## src/rtl/sevenseg_pkg.sv

```systemverilog
// rtl/sevenseg_pkg.sv - shared widths and state encoding for the seven-segment display scheduler
package sevenseg_pkg;

    localparam int BIN_W  = 13;
    localparam int BCD_W  = 16;
    localparam int DIGITS = 4;
    localparam int IDX_W  = 3;

    localparam logic [2:0] ST_IDLE    = 3'd0;
    localparam logic [2:0] ST_ARB     = 3'd1;
    localparam logic [2:0] ST_START   = 3'd2;
    localparam logic [2:0] ST_WAIT_DV = 3'd3;
    localparam logic [2:0] ST_SHOW    = 3'd4;

    typedef enum logic [2:0] {
        IDLE    = ST_IDLE,
        ARB     = ST_ARB,
        START   = ST_START,
        WAIT_DV = ST_WAIT_DV,
        SHOW    = ST_SHOW
    } state_t;

endpackage

```

## src/rtl/rr_arbiter_pick.sv

```systemverilog
// rtl/rr_arbiter_pick.sv - combinational round-robin pick starting after the last owner
module rr_arbiter_pick
    import sevenseg_pkg::*;
#(
    parameter int N = 4
) (
    input  logic [N-1:0]     req,
    input  logic [IDX_W-1:0] ptr,
    output logic [N-1:0]     grant,
    output logic [IDX_W-1:0] idx,
    output logic             any
);

    logic [7:0]       req_ext;
    logic [IDX_W-1:0] k;

    // Search ptr+1, ptr+2, ... wrapping, so the previous owner is considered last.
    always_comb begin
        req_ext = 8'(req);
        idx     = '0;
        any     = 1'b0;
        k       = '0;
        for (int i = 1; i <= N; i++) begin
            k = IDX_W'((int'(ptr) + i) % N);
            if (!any && req_ext[k]) begin
                any = 1'b1;
                idx = k;
            end
        end
    end

    assign grant = any ? (N'(1) << idx) : '0;

endmodule

```

## src/rtl/sevenseg_display_scheduler.sv

```systemverilog
// rtl/sevenseg_display_scheduler.sv - time-shares the 4-digit display among requesters via a handshaked BCD converter
module sevenseg_display_scheduler
    import sevenseg_pkg::*;
#(
    parameter int NUM_REQ        = 4,
    parameter int HOLD_CYCLES    = 25_000_000,
    parameter int TIMEOUT_CYCLES = 64
) (
    input  logic                     i_CLK,
    input  logic                     i_RESET,
    input  logic [NUM_REQ-1:0]       i_Req,
    input  logic [BIN_W*NUM_REQ-1:0] i_Values,
    output logic [NUM_REQ-1:0]       o_Grant,
    output logic [2:0]               o_Source,
    output logic [BIN_W-1:0]         o_Bin,
    output logic                     o_Bin_Start,
    input  logic [BCD_W-1:0]         i_BCD,
    input  logic                     i_BCD_DV,
    output logic [BCD_W-1:0]         o_BCD4x4,
    output logic                     o_Valid,
    output logic                     o_Timeout
);

    localparam int HOLD_W = $clog2(HOLD_CYCLES);
    localparam int TMO_W  = $clog2(TIMEOUT_CYCLES);
    localparam logic [HOLD_W-1:0] HOLD_LAST = HOLD_W'(HOLD_CYCLES - 1);
    localparam logic [TMO_W-1:0]  TMO_LAST  = TMO_W'(TIMEOUT_CYCLES - 1);

    state_t             state;
    logic [IDX_W-1:0]   ptr;
    logic [HOLD_W-1:0]  hold_cnt;
    logic [TMO_W-1:0]   tmo_cnt;

    logic [NUM_REQ-1:0] arb_grant;
    logic [IDX_W-1:0]   arb_idx;
    logic               arb_any;
    logic [BIN_W-1:0]   vals [8];

    for (genvar g = 0; g < 8; g++) begin : g_vals
        if (g < NUM_REQ) begin : g_used
            assign vals[g] = i_Values[BIN_W*g +: BIN_W];
        end else begin : g_pad
            assign vals[g] = '0;
        end
    end

    rr_arbiter_pick #(
        .N(NUM_REQ)
    ) u_arb (
        .req  (i_Req),
        .ptr  (ptr),
        .grant(arb_grant),
        .idx  (arb_idx),
        .any  (arb_any)
    );

    always_ff @(posedge i_CLK) begin
        if (i_RESET) begin
            state       <= IDLE;
            ptr         <= IDX_W'(NUM_REQ - 1);
            hold_cnt    <= '0;
            tmo_cnt     <= '0;
            o_Grant     <= '0;
            o_Source    <= '0;
            o_Bin       <= '0;
            o_Bin_Start <= 1'b0;
            o_BCD4x4    <= '0;
            o_Valid     <= 1'b0;
            o_Timeout   <= 1'b0;
        end else begin
            o_Bin_Start <= 1'b0;
            o_Timeout   <= 1'b0;
            case (state)
                IDLE: begin
                    if (|i_Req) state <= ARB;
                end
                ARB: begin
                    // Start pulse is registered here so it is high for exactly the START cycle.
                    if (arb_any) begin
                        o_Grant     <= arb_grant;
                        o_Source    <= arb_idx;
                        ptr         <= arb_idx;
                        o_Bin       <= vals[arb_idx];
                        o_Bin_Start <= 1'b1;
                        state       <= START;
                    end else begin
                        state <= IDLE;
                    end
                end
                START: begin
                    tmo_cnt <= '0;
                    state   <= WAIT_DV;
                end
                WAIT_DV: begin
                    if (i_BCD_DV) begin
                        o_BCD4x4 <= i_BCD;
                        o_Valid  <= 1'b1;
                        hold_cnt <= '0;
                        state    <= SHOW;
                    end else if (tmo_cnt == TMO_LAST) begin
                        o_Timeout <= 1'b1;
                        o_Grant   <= '0;
                        state     <= ARB;
                    end else begin
                        tmo_cnt <= tmo_cnt + 1'b1;
                    end
                end
                SHOW: begin
                    if (hold_cnt == HOLD_LAST) begin
                        o_Grant <= '0;
                        state   <= ARB;
                    end else begin
                        hold_cnt <= hold_cnt + 1'b1;
                    end
                end
                default: state <= IDLE;
            endcase
        end
    end

endmodule

```

## config.mk

```make
export PLATFORM = sky130hd
export DESIGN_NAME = sevenseg_display_scheduler
export DESIGN_NICKNAME = d
export VERILOG_FILES = /design/src/rtl/sevenseg_pkg.sv /design/src/rtl/rr_arbiter_pick.sv /design/src/rtl/sevenseg_display_scheduler.sv
export SDC_FILE = /design/constraint.sdc
export NUM_CORES = 1
export LEC_CHECK = 0
export ABC_CLOCK_PERIOD_IN_PS = 3000
export BUFFER_PORTS_ARGS = -buffer_cell sky130_fd_sc_hd__buf_2
export CAP_MARGIN = 10
export CORE_UTILIZATION = 47
export DETAILED_ROUTE_END_ITERATION = 16
export HOLD_SLACK_MARGIN = 0.15
export PLACE_DENSITY_LB_ADDON = 0.15
export SKIP_CTS_REPAIR_TIMING = 1
export SLEW_MARGIN = 10
export SYNTH_ARGS = -nofsm -noshare
export SYNTH_HDL_FRONTEND = slang
export SYNTH_SLANG_ARGS = --single-unit
```

## constraint.sdc

```tcl
create_clock -name i_CLK -period 3 [get_ports i_CLK]
set_clock_uncertainty 0.05 [all_clocks]
set_input_delay 0.45 -clock i_CLK [delete_from_list [all_inputs] [get_ports i_CLK]]
set_output_delay 0.45 -clock i_CLK [all_outputs]
set_load 0.02 [all_outputs]
```

==> After elaboration in Yosys (flattened, before gate mapping) <==
Index checks and enable logic that the tools add are counted.
{ "word_totals": {"ff_bits": 75, "in_bits": 75, "output_inout_bits": 39, "wordCells": 106} }
{ "classes": {"add_sub_neg": 6, "magnitude_cmp": 5, "eq_ne": 15, "n_shift": 1, "mux": 38, "n_bitwise": 7, "n_reduce_logical": 23} }
{ "op_table": {"columns": ["cell", "n"], "rows": [
  ["$mux W25", 2],
  ["$pmux W25 S2", 1],
  ["$bmux W13 S3", 1],
  ["$mux W13", 2],
  ["$add A25 B1 Y25 const B", 1],
  ["$eq A25 B25 Y1 const B", 1],
  ["$mux W3", 8],
  ["$lt A3 B4 Y1 const B", 4],
  ["$mux W4", 4],
  ["$ne A2 B2 Y1 const B", 8],
  ["$pmux W3 S5", 1],
  ["$bmux W1 S3", 4],
  ["$mux W6", 2],
  ["$pmux W4 S3", 1],
  ["$pmux W6 S2", 1],
  ["$mux W1", 10],
  ["$reduce_or A2 Y1", 5],
  ["$reduce_and A3 Y1", 3],
  ["$add A6 B1 Y6 const B", 1],
  ["$eq A3 B2 Y1 const B", 2],
  ["$eq A6 B6 Y1 const B", 1],
  ["$reduce_and A5 Y1", 1],
  ["$add A2 B1 Y2 const B", 2],
  ["$add A2 B2 Y2 const B", 2],
  ["other kinds (17)", 27]
]} }

==> Logic depth before layout (Yosys ltp) <==
Gate-level depths: netlist of run 1.
{ "logic_depth": {"ltp_word": 19, "depth_mapped": 7} }

==> Hierarchy <==
Synthesis of run 1 repeated with hierarchy kept, for this count alone.
{ "unflattened": {"hier_cells": 430, "hier_area_um2": 3751.1} }
{ "modules_own_cells": {"columns": ["module", "instances", "cells_each", "area_per_inst_um2", "seq_area_each_um2"], "rows": [
  ["sevenseg_display_scheduler", 1, 398, 3538.4, 1501.4],
  ["rr_arbiter_pick", 1, 32, 212.7, 0.0]
]} }

==> Worst setup path before layout of run 1 <==
OpenSTA, ideal clock, no wires.
{ "synth_path": {"path_type": "reg2reg", "from": "register hold_cnt[6]", "to": "register o_Grant[1]", "setup_time_ps": 117, "arrival_ps": 2045, "required_ps": 2833, "setup_slack_ps": 788, "path_stages_with_launch": 6, "n_path_buf": 0, "path_cell_list": "dfxtp_1 or4_4 or2_4 o31a_1 or3_1 a32o_1"} }
{ "synth_between": {"elab_chain_cells": 3} }
{ "synth_rtl": {"columns": ["item", "line", "source"], "rows": [
  ["start, declared", "sevenseg_display_scheduler.sv:31", "logic [HOLD_W-1:0] hold_cnt;"],
  ["start signal, assigned", "sevenseg_display_scheduler.sv:113", "hold_cnt <= hold_cnt + 1'b1;"],
  ["$eq A25 B25 Y1", "sevenseg_display_scheduler.sv:109", "if (hold_cnt == HOLD_LAST) begin"],
  ["$ne A2 B2 Y1 (no line)", null, null],
  ["$reduce_and A5 Y1 (no line)", null, null],
  ["end signal, assigned", "sevenseg_display_scheduler.sv:80", "o_Grant <= arb_grant;"],
  ["end, declared", "sevenseg_display_scheduler.sv:13", "output logic [NUM_REQ-1:0] o_Grant,"]
]} }
Every way passes these cells.
A chain may end at the register's enable or synchronous reset.

==> Final worst setup path of run 1 <==
{ "layout_path": {"from": "register state[0]", "to": "register hold_cnt[21]"} }
{ "layout_between": {"elab_chain_cells": 3} }
{ "layout_rtl": {"columns": ["item", "line", "source"], "rows": [
  ["start, declared", "sevenseg_display_scheduler.sv:29", "state_t state;"],
  ["start signal, assigned", "sevenseg_display_scheduler.sv:59", "state <= IDLE;"],
  ["start signal, assigned", "sevenseg_display_scheduler.sv:75", "if (|i_Req) state <= ARB;"],
  ["start signal, assigned", "sevenseg_display_scheduler.sv:85", "state <= START;"],
  ["$eq A3 B3 Y1 / $eq A3 B2 Y1 (equally long branches)", "sevenseg_display_scheduler.sv:73", "case (state)"],
  ["$ne A2 B2 Y1 (no line) / $reduce_bool A2 Y1 (equally long branches)", null, null],
  ["$reduce_and A3 Y1 (no line)", null, null]
]} }
Parallel ways exist; a longest one is shown, timed or not.

==> metrics.md, run 1 <==
| Metric | Value |
|---|---|
| Critical Path Source Type | flip-flop |
| Comb power frac | 16.1% |
| Reg clk slew, reported paths | 70 ps |
| Met2 GRT Util | 40.2% |
| CP Cell Sequence | or3b_2 -> a21boi_0 -> nand3_1 -> or4_1 -> a21oi_1 |
| Leakage | 0.00184 µW |
| Tcrit/Tclk final | 82.8% |
| Fraction of layout cells with a size suffix above 1 | 28.1% |
| Final RePlAce weighted congestion | 0.791 |
| Vias per cell | 5.56 |
| Clock buffer depth | 2 |
| Slowest CP cell | or4_1 |
| Pwr dens | 504 nW/µm² |
| Top FF cell, synth | dfxtp_1 |
| Synth area leader | dfxtp_1 |
| Fin area | 4470 µm² |
| Number of distinct library cells after synthesis | 58 |
| Crit path max-delay family | simple AND/OR/NAND/NOR gates |
| Number of remaining DRC errors | 0 |
| WP buf/inv | 0 |
| Die height | 89.4 µm |
| Final antenna-violating net count | 0 |
| Vias in the first global route | 3135 |
| Sw Ratio | 26.9% |
| GR Overflow Total | 0 |
| H-tree level count | 3 |
| Cts bufs inserted | 9 |
| First-pass GRT wire length | 14300 µm |
| Critical Path AT | 2700 ps |
| FF+latch area | 1480 µm² |
| Syn_nets | 495 |
| Critical path peak fanout | 13 |
| Die W | 89.4 µm |
| Ranking of synthesized cells by area | dfxtp_1 41%, mux2i_1 9.5%, nand2_1 5.8%, a21oi_1 5.2%, a221oi_1 3.2% |
| Multi-input gate area in the final layout | 1990 µm² |
| Cell area after placement | 4260 µm² |
| Largest net degree at the start of global routing | 41 |
| Boundary Pins | 114 |
| Wire per inst | 14.3 µm |
| Clock share of power | 37.0% |
| Max-cap viol count | 0 |
| Hold Fails Final Rpt | 0 |
| Peak supply drop | 0.000309 V |
| Antenna Cells | 0 |
| Slowest stage delay, CP | 580 ps |
| Worst setup EP type | flip-flop |
| Syn Std Cell Area | 3590 µm² |
| Endpoints failing setup | 0 |
| RSZ-0062 raised after global routing | false |
| Class of the worst hold path | in -> reg |
| Initial antenna violation count | 0 |
| CTS tree | done |
| Status | finished clean |
| Number of fill cells | 658 |
| DR vias | 3503 |
| Min Hold Slack | 293 ps |
| Maximum clock rate | 0.403 GHz |
| Clock root cell | clkbuf_8 |
| Skew-Pair Late Insertion Delay | 340 ps |
| 1st-iter DRT viols | 160 |
| Most common cell in the netlist | dfxtp_1 |
| Post-synthesis sequential area ratio | 41.3% |
| # nets final | 603 |
| Synthesis Warnings | 0 |
| Syn-to-layout area delta | 24.7% |
| CORE AREA | 7330 µm² |
| Tot GR Track Use | 23.1% |
| Row cnt | 31 |
| Area share of the largest cell type after synthesis | 41.3% |
| Starting Density | 48.9% |
| Final HPWL DP | 6350 µm |
| IO Port Bufs | 112 |
| Synth cell count leaders | 74 x dfxtp_1, 55 x nand2_1, 37 x a21oi_1 |
| Final WL | 9000 µm |
| Worst slew margin | 35.7% |
| Avg Cell Area, Syn | 8.58 µm² |
| Router iterations before antenna repair | 4 |
| Cells after Synth | 418 |
| Final slew viol count | 0 |
| Critical Path RT | 3210 ps |
| Die Area | 7990 µm² |
| Sequential fraction of design power | 46.8% |
| Asr flop ratio synth | 0% |
| Yosys reg bits | 74 |
| CTS sink cnt | 74 |
| Global route hottest layer | met2 |
| CP Class | reg -> reg |
| M3 GR Usage | 7.66% |
| Post-layout min period | 2480 ps |
| Internal power | 1650 µW |
| Post-synth EDFFs | 0 |
| Switching power | 606 µW |
| Worst Tran Pin Value | 961 ps |
| Met1 usage | 27.6% |
| Setup tns final | 0 ps |
[cells by family (layout without fill, tap and decap cells)]
group	after synthesis	in the layout	share of synthesized area, %
compound gates	109	109	20.2
xor+xnor	3	3	0.733
fa+ha+maj	2	2	0.697
buf+inv	33	146	3.84
flops	74	74	41.3
mux	35	35	9.80
other cells	1	1	0.105
simple gates	161	161	23.3
[worst reg2reg max path, cell delays in order, from the launching register on]
cell	delay [ps]
dfxtp_1	430
or3b_2	530
a21boi_0	280
nand3_1	380
or4_1	590
a21oi_1	150
[worst paths after layout]
| check | slack (ps) | cells past startpoint | to | start |
|---|---|---|---|---|
| worst max-delay path | 520 | 5 | hold_cnt[21] | state[0] |
| worst min-delay path | 290 | 3 | o_BCD4x4[8] | i_BCD[8] |
| worst max register to register | 520 | 5 | hold_cnt[21] | state[0] |
| worst min register to register | 400 | 2 | o_BCD4x4[0] | o_BCD4x4[0] |
[area by class of cell]
class,instances,share of cell area [%]
Timing Repair Buffer,123,14.4
Clock buffer,11,2.94
Multi-Input combinational cell,311,44.4
Clock inverter,5,1.76
Tap cell,99,2.77
Inverter,7,0.587
Sequential cell,74,33.1
[power groups by stage]
stage | registers (µW) | clock network (µW) | logic [µW]
6_report | 1060 | 835 | 364
2_1_floorplan | 1110 | 0 | 195
3_5_place_dp | 1080 | 0 | 368
5_1_grt | 1060 | 894 | 400
3_3_place_gp | 1080 | 0 | 360
4_1_cts | 1050 | 852 | 368
[state kept, by name, indices dropped and copies added, names as in the netlist, 2 cells and up]
name / flops
hold_cnt: 25
o_BCD4x4: 16
o_Bin: 13
o_Grant: 4
o_Source: 2
ptr: 2
state: 3
tmo_cnt: 6
[through the flow]
stage          util (%)  worst slack [ps]  total power, µW  instances
6_report           61.0               517             2250        630
5_1_grt            61.0               357             2360        630
4_1_cts            61.0               522             2270        630
3_5_place_dp       58.1               529             1440        614
3_3_place_gp       58.1               609             1440        614
2_1_floorplan         -               788             1310        418
[placed cells by master, fill, tap and decap left out, types with 3 or more instances in the layout]
cell type  synthesis  layout
clkbuf_8           0       9
mux2i_1           34      34
a221oi_1          13      13
buf_2              5     112
dfxtp_1           74      74
and3_1             3       3
nor3_1             5       5
nand3_1           17      17
a21oi_1           37      37
buf_4              2      11
a211oi_1           5       5
nand2b_1           7       7
nand4_1            6       6
xnor2_1            3       3
nor4_1             5       5
and2_1             4       4
nand2_1           55      55
or3_1             12      12
nor2_1            22      22
o21ai_0           18      18
o21a_1             3       3
or4_1              8       8
inv_1              7       7
o31ai_1           10      10
[routing by layer]
layer  wire, µm  up-vias
li1           -     1769
met1       3980     1630
met2       4410       99
met3        539        5
met4         72        0
met5          0        -
Power figures use the tool's default switching activity.
==> run 2: changes to the inputs <==
--- a/config.mk
+++ b/config.mk
@@ -5,7 +5,8 @@
 export SDC_FILE = /design/constraint.sdc
 export NUM_CORES = 1
 export LEC_CHECK = 0
-export ABC_CLOCK_PERIOD_IN_PS = 3000
+export ABC_AREA = 1
+export ABC_CLOCK_PERIOD_IN_PS = 2300
 export BUFFER_PORTS_ARGS = -buffer_cell sky130_fd_sc_hd__buf_2
 export CAP_MARGIN = 10
 export CORE_UTILIZATION = 47
==> constraint.sdc (replaced) <==
create_clock -name i_CLK -period 2.3 [get_ports i_CLK]
set_clock_uncertainty 0.05 [all_clocks]
set_input_delay 0.345 -clock i_CLK [delete_from_list [all_inputs] [get_ports i_CLK]]
set_output_delay 0.345 -clock i_CLK [all_outputs]
set_load 0.02 [all_outputs]
==> run 2 against run 1 <==
  * Register-to-register slack worse by 280 ps
  * Routed wire length is 22% higher
  * Setup slack worse by 280 ps
  * Core utilization is 3.2 points lower
  * Sequential cell count stayed put
  * Clock power is 25% higher
  * Combinational power grew to 7.1 times the previous value
  * Synthesized cell count is 60% higher
==> metrics.md, run 2 <==
| Metric | Value |
|---|---|
| Die Area | 9370 µm² (+17%) |
| IO Port Bufs | 112 (unchanged) |
| Endpoints failing setup | 0 (unchanged) |
| Row cnt | 34 (+9.7%) |
| Skew-Pair Late Insertion Delay | 350 ps (about the same) |
| Critical path peak fanout | 23 (+10) |
| Largest Register | hold_cnt |
| Slowest CP cell | dfxtp_1 |
| CP Cell Sequence | ha_1 -> nand2_2 -> nor2_4 -> nand2_1 -> nor3_1 -> nand2_1 -> nand2_2 -> nand2_1 -> inv_2 -> nand2_1 -> a21oi_1 |
| CP Class | reg -> reg |
| Commonest non-fill, non-tap cell in the layout | nand2_1 |
| Clock root cell | clkbuf_8 |
| Leakage | 0.00251 µW (+36%) |
| Synth cell count leaders | 191 x nand2_1, 95 x nor2_1, 74 x dfxtp_1, 74 x nand3_1, 51 x inv_1 |
| Asr flop ratio synth | 0% (unchanged) |
| Slowest stage delay, CP | 430 ps (-150 ps) |
| Tcrit/Tclk final | 89.8% (+7.0 points) |
| WP buf/inv | 1 (+1) |
| Number of distinct library cells after synthesis | 40 (-31%) |
| Syn Std Cell Area | 4220 µm² (+18%) |
| DR vias | 4580 (+31%) |
| Die height | 96.8 µm (+8.3%) |
| Hold Fails Final Rpt | 0 (unchanged) |
| Critical Path AT | 2290 ps (-410 ps) |
| 1st-iter DRT viols | 260 (+63%) |
| Die W | 96.8 µm (+8.3%) |
| Fraction of layout cells with a size suffix above 1 | 22.1% (-6.0 points) |
| Ranking of synthesized cells by area | dfxtp_1 35%, nand2_1 17%, nand3_1 8.8%, nor2_1 8.4%, inv_1 4.5% |
| Top Registers | hold_cnt: 25 flops, o_BCD4x4: 16 flops, o_Bin: 13 flops |
| Syn-to-layout area delta | 19.4% |
| Top FF cell, synth | dfxtp_1 |
| Cell area after placement | 4840 µm² (+14%) |
| Number of fill cells | 870 (+32%) |
| Pwr dens | 1030 nW/µm² (+110%) |
| Maximum clock rate | 0.484 GHz (+20%) |
| Avg Cell Area, Syn | 6.33 µm² (-26%) |
| Critical Path Stages | 11 (+6) |
| CORE AREA | 8720 µm² (+19%) |
| Worst setup EP type | flip-flop |
| Most used cell, CP | nand2_1 |
| Vias per cell | 5.17 (-7.0%) |
| Boundary Pins | 114 (unchanged) |
| Hold Crit Depth | 3 (unchanged) |
| Yosys reg bits | 74 (unchanged) |
| Antenna Cells | 0 (unchanged) |
| Synthesis Warnings | 0 (unchanged) |
| Starting Density | 48.4% (-0.50 points) |
| Reg clk slew, reported paths | 90 ps (+20 ps) |
| Worst reg2reg path depth | 11 (+6) |
| Crit path max-delay family | simple AND/OR/NAND/NOR gates |
| Critical Path RT | 2530 ps (-680 ps) |
| Worst slew margin | 58.1% (+22 points) |
| Final antenna-violating net count | 0 (unchanged) |
| Most common cell in the netlist | nand2_1 |
| Largest register FFs | 25 (unchanged) |
| Flop-to-flop setup slack | 230 ps (-280 ps) |
| Min Hold Slack | 167 ps (-126 ps) |
| Status | finished clean |
| Post-synthesis sequential area ratio | 35.1% (-6.2 points) |
| Worst Tran Pin Value | 628 ps (-333 ps) |
| Synth area leader | dfxtp_1 |
| Class of the worst hold path | in -> reg |
| Post-layout min period | 2070 ps (-418 ps) |
| Syn_nets | 744 (+50%) |
| GR Overflow Total | 0 (unchanged) |
| Hold Crit Start | i_BCD[2] |
| # nets final | 850 (+41%) |
| Final HPWL DP | 8010 µm (+26%) |
| Max-cap viol count | 0 (unchanged) |
| Post-synth EDFFs | 0 (unchanged) |
| Final slew viol count | 0 (unchanged) |
| Peak supply drop | 0.000650 V (+110%) |
| Final WL | 11000 µm (+22%) |
| Critical Path Source Type | flip-flop |
| Initial antenna violation count | 0 (unchanged) |
| Cells after Synth | 667 (+60%) |
| Cts bufs inserted | 9 (unchanged) |
| Largest net degree at the start of global routing | 46 (+12%) |
| Area share of the largest cell type after synthesis | 35.1% (-6.2 points) |
| Reg-to-Reg Start | hold_cnt[0] |
| Commonest cells after routing, fill and taps aside | 191 x nand2_1, 112 x buf_2, 95 x nor2_1 |
| Setup tns final | 0 ps (unchanged) |
| CTS sink cnt | 74 (unchanged) |
| CP startpoint | hold_cnt[0] |
| Number of remaining DRC errors | 0 (unchanged) |
| RSZ-0062 raised after global routing | false |
| Vias in the first global route | 4399 (+40%) |
| Clock buffer depth | 2 (unchanged) |
| Router iterations before antenna repair | 6 (+2) |
| Final RePlAce weighted congestion | 0.921 (+16%) |
| Wire per inst | 12.4 µm (-13%) |
| Power Total | 5220 µW (+130%) |
| First-pass GRT wire length | 19300 µm (+34%) |
| Tot GR Track Use | 24.6% (+1.5 points) |
| CTS tree | done |
| Fin area | 5040 µm² (+13%) |
| H-tree level count | 3 (unchanged) |
## run 2: cell count changes in the layout (fill, tap and decap cells not counted), sizes merged, moves of 11 or more
| cell | change |
|---|---|
| inv | +52 |
| nand2 | +156 |
| nand3 | +58 |
| nor3 | +11 |
| nor2 | +76 |
| mux2i | -34 |
| a221oi | -13 |
| or3 | -12 |
## run 2: worst min-delay path, cell delays in order
cell,delay [ps]
buf_2,70
nor2_1,30
nor2_1,80
## run 2: report_power, final
| part | leakage (µW) | internal, µW | switching, µW | total (µW) |
|---|---|---|---|---|
| Sequential | 0.000600 | 1460 | 122 | 1590 |
| Clock | 0.0000962 | 509 | 530 | 1040 |
| Combinational | 0.00181 | 855 | 1740 | 2590 |
| Total | 0.00251 | 2830 | 2390 | 5220 |
## run 2: cell type report
type | instances | area [µm²] | share of cell area, %
multi-input cells | 506 | 2350 | 46.7
flip-flops and latches | 74 | 1480 | 29.4
repair buffers | 124 | 651 | 12.9
inverters | 58 | 223 | 4.41
well taps | 108 | 135 | 2.68
clock buffers | 9 | 124 | 2.46
clock inverters | 7 | 76.3 | 1.51
## run 2: kinds of logic after synthesis
kind of cell | Yosys count | share of synthesized area [%]
xor gates and xnor gates | 11 | 2.28
AOI/OAI and AO/OA | 66 | 8.41
DFF | 74 | 35.1
and+or+nand+nor | 426 | 44.3
adders and majority gates | 2 | 0.592
other | 1 | 0.0888
buffers and inverters | 87 | 9.30
## run 2: per-stage QoR
stage | setup WS [ps] | cells | utilization (%)
after floorplan | 389 | 667 | -
final | 235 | 886 | 57.8
after global placement | 305 | 870 | 55.5
after detailed placement | 207 | 870 | 55.5
after global routing | 6.81 | 886 | 57.8
after CTS | 194 | 886 | 57.8
## run 2: worst paths after layout
path	to
setup / recovery	hold_cnt[11]
hold / removal	o_BCD4x4[2]
setup reg to reg	hold_cnt[11]
hold reg to reg	o_Grant[2]
## run 2: per-layer routing
metal / vias to the layer above / GRT usage (%) / wire length (µm)
li1: 2347 / - / -
met1: 2063 / 31.8 / 5070
met5: - / 0 / 0
met4: 0 / 9.53 / 208
met2: 150 / 41.3 / 5140
met3: 20 / 3.54 / 586
==> run 3: changes to the inputs <==
--- a/config.mk
+++ b/config.mk
@@ -6,7 +6,7 @@
 export NUM_CORES = 1
 export LEC_CHECK = 0
 export ABC_AREA = 1
-export ABC_CLOCK_PERIOD_IN_PS = 2300
+export ABC_CLOCK_PERIOD_IN_PS = 2650
 export BUFFER_PORTS_ARGS = -buffer_cell sky130_fd_sc_hd__buf_2
 export CAP_MARGIN = 10
 export CORE_UTILIZATION = 47
==> constraint.sdc (replaced) <==
create_clock -name i_CLK -period 2.65 [get_ports i_CLK]
set_clock_uncertainty 0.05 [all_clocks]
set_input_delay 0.3975 -clock i_CLK [delete_from_list [all_inputs] [get_ports i_CLK]]
set_output_delay 0.3975 -clock i_CLK [all_outputs]
set_load 0.02 [all_outputs]
==> run 3 against run 2 <==
  * Count of clock-buffer cells in the layout rose by 3
  * Via count shrank 3.9%
  * Sequential cell count unchanged
  * Register-to-register slack gained 190 ps
  * Die area unchanged
  * Final cell count is 0.90% lower
  * Clock power down 17%
  * Critical path depth up 3
  * Critical path type unchanged
==> metrics.md, run 3 (synthesis gave the netlist of run 2 again) <==
| Metric | Value |
|---|---|
| Router iterations before antenna repair | 5 (-1) |
| RSZ-0062 raised after global routing | false |
| Syn-to-layout area delta | 18.1% |
| Final WL | 10300 µm (-6.0%) |
| Vias per cell | 5.01 (-3.0%) |
| Die Area | 9370 µm² (unchanged) |
| Die height | 96.8 µm (unchanged) |
| Fin util | 57.2% (-0.66 points) |
| Critical Path RT | 2890 ps (+360 ps) |
| Tot GR Track Use | 22.7% (-1.9 points) |
| Initial antenna violation count | 0 (unchanged) |
| Hold Fails Final Rpt | 0 (unchanged) |
| Setup tns final | 0 ps (unchanged) |
| Largest register FFs | 25 (unchanged) |
| Die W | 96.8 µm (unchanged) |
| Class of the worst hold path | in -> reg |
| Final antenna-violating net count | 0 (unchanged) |
| Final slew viol count | 0 (unchanged) |
| Largest Register | hold_cnt |
| Worst slew margin | 58.1% (about the same) |
| 1st-iter DRT viols | 261 (+0.38%) |
| CORE AREA | 8720 µm² (unchanged) |
| H-tree level count | 3 (unchanged) |
| Largest net degree at the start of global routing | 46 (unchanged) |
| CP Class | reg -> reg |
| CTS sink cnt | 74 (unchanged) |
| Leakage | 0.00247 µW (-1.4%) |
| Worst setup EP type | flip-flop |
| Cts bufs inserted | 9 (unchanged) |
| Boundary Pins | 114 (unchanged) |
| Skew-Pair Late Insertion Delay | 340 ps (about the same) |
| Wire per inst | 11.8 µm (-5.2%) |
| Clock buffer depth | 2 (unchanged) |
| Vias in the first global route | 4133 (-6.0%) |
| Endpoints failing setup | 0 (unchanged) |
| Final HPWL DP | 7550 µm (-5.8%) |
| Row cnt | 34 (unchanged) |
| Commonest non-fill, non-tap cell in the layout | nand2_1 |
| Commonest cells after routing, fill and taps aside | 191 x nand2_1, 112 x buf_2, 95 x nor2_1 |
| DR vias | 4401 (-3.9%) |
| Starting Density | 48.4% (unchanged) |
| Critical Path Source Type | flip-flop |
| Fin area | 4990 µm² (-1.1%) |
| Reg clk slew, reported paths | 70 ps (-20 ps) |
| Post-layout min period | 2220 ps (+157 ps) |
| Fraction of layout cells with a size suffix above 1 | 21.2% (-0.94 points) |
| Cell area after placement | 4790 µm² (-0.93%) |
| Maximum clock rate | 0.450 GHz (-7.0%) |
| # nets final | 844 (-0.71%) |
| Max-cap viol count | 0 (unchanged) |
| Worst Tran Pin Value | 628 ps (-0.469 ps) |
| IO Port Bufs | 112 (unchanged) |
| Final RePlAce weighted congestion | 0.924 (+0.35%) |
| Antenna Cells | 0 (unchanged) |
| GR Overflow Total | 0 (unchanged) |
| Critical Path AT | 2460 ps (+170 ps) |
| Critical path peak fanout | 29 (+26%) |
| Clock root cell | clkbuf_8 |
| First-pass GRT wire length | 17900 µm (-7.0%) |
| CTS tree | done |
| Pwr dens | 877 nW/µm² (-15%) |
| Tcrit/Tclk final | 83.8% (-6.0 points) |
| Status | finished clean |
| Peak supply drop | 0.000582 V (-11%) |
| Number of remaining DRC errors | 0 (unchanged) |
| Top Registers | hold_cnt: 25 flops, o_BCD4x4: 16 flops, o_Bin: 13 flops |
run 3: cell types whose count changed in the layout (fill, tap and decap cells not counted), sizes merged:
| cell | before | now |
|---|---|---|
| buf | 124 | 118 |
| clkbuf | 9 | 12 |
| clkinv | 3 | 1 |
| inv | 59 | 57 |
| clkinvlp | 2 | 1 |
run 3: worst paths after layout:
path / endpoint / depth (start not counted) / start / slack (ps)
setup / recovery: o_Bin[11] / 14 / ptr[0] / 430
hold / removal: o_BCD4x4[3] / 3 / i_BCD[3] / 220
setup reg to reg: o_Bin[11] / 14 / ptr[0] / 430
hold reg to reg: o_Grant[0] / 2 / o_Grant[0] / 410
run 3: area by class of cell:
type                       instances  area [µm²]
clock buffer                      12         155
tap                              108         135
inverter                          58         223
multi-input combinational        506        2350
sequential                        74        1480
fill                             862        3730
timing repair buffer             118         606
clock inverter                     2        37.5
run 3: worst max-delay path, stage by stage, from the launching register on:
cell,delay [ps]
dfxtp_1,600
inv_6,80
nand2_1,80
nand3_1,90
nand2_1,120
nand2_2,90
nand2_2,80
nand2_4,50
nand2_2,460
nand2_1,120
nand2_1,80
nand2_1,50
nand3_1,110
nand2_1,50
inv_1,40
run 3: report_power, final:
part	total [µW]	leakage, µW	switching [µW]	internal, µW
Combinational	2130	0.00178	1450	682
Sequential	1380	0.000600	104	1270
Clock	867	0.0000946	391	477
Total	4370	0.00247	1940	2430
run 3: routing by layer:
layer	up-vias	track usage, %	share of wire (%)
met4	0	7.81	1.2
met3	12	3.76	4.3
li1	2332	-	-
met2	95	39.2	47
met1	1962	28.5	47
met5	-	0	0
run 3: metrics by stage:
step	cells	hold WS, ps	power (µW)	setup slack (ps)
final	878	223	4370	428
after global routing	878	224	4760	158
after CTS	878	204	4420	396
after detailed placement	864	402	3550	411
after global placement	864	399	3500	488
after floorplan	667	397	3160	739
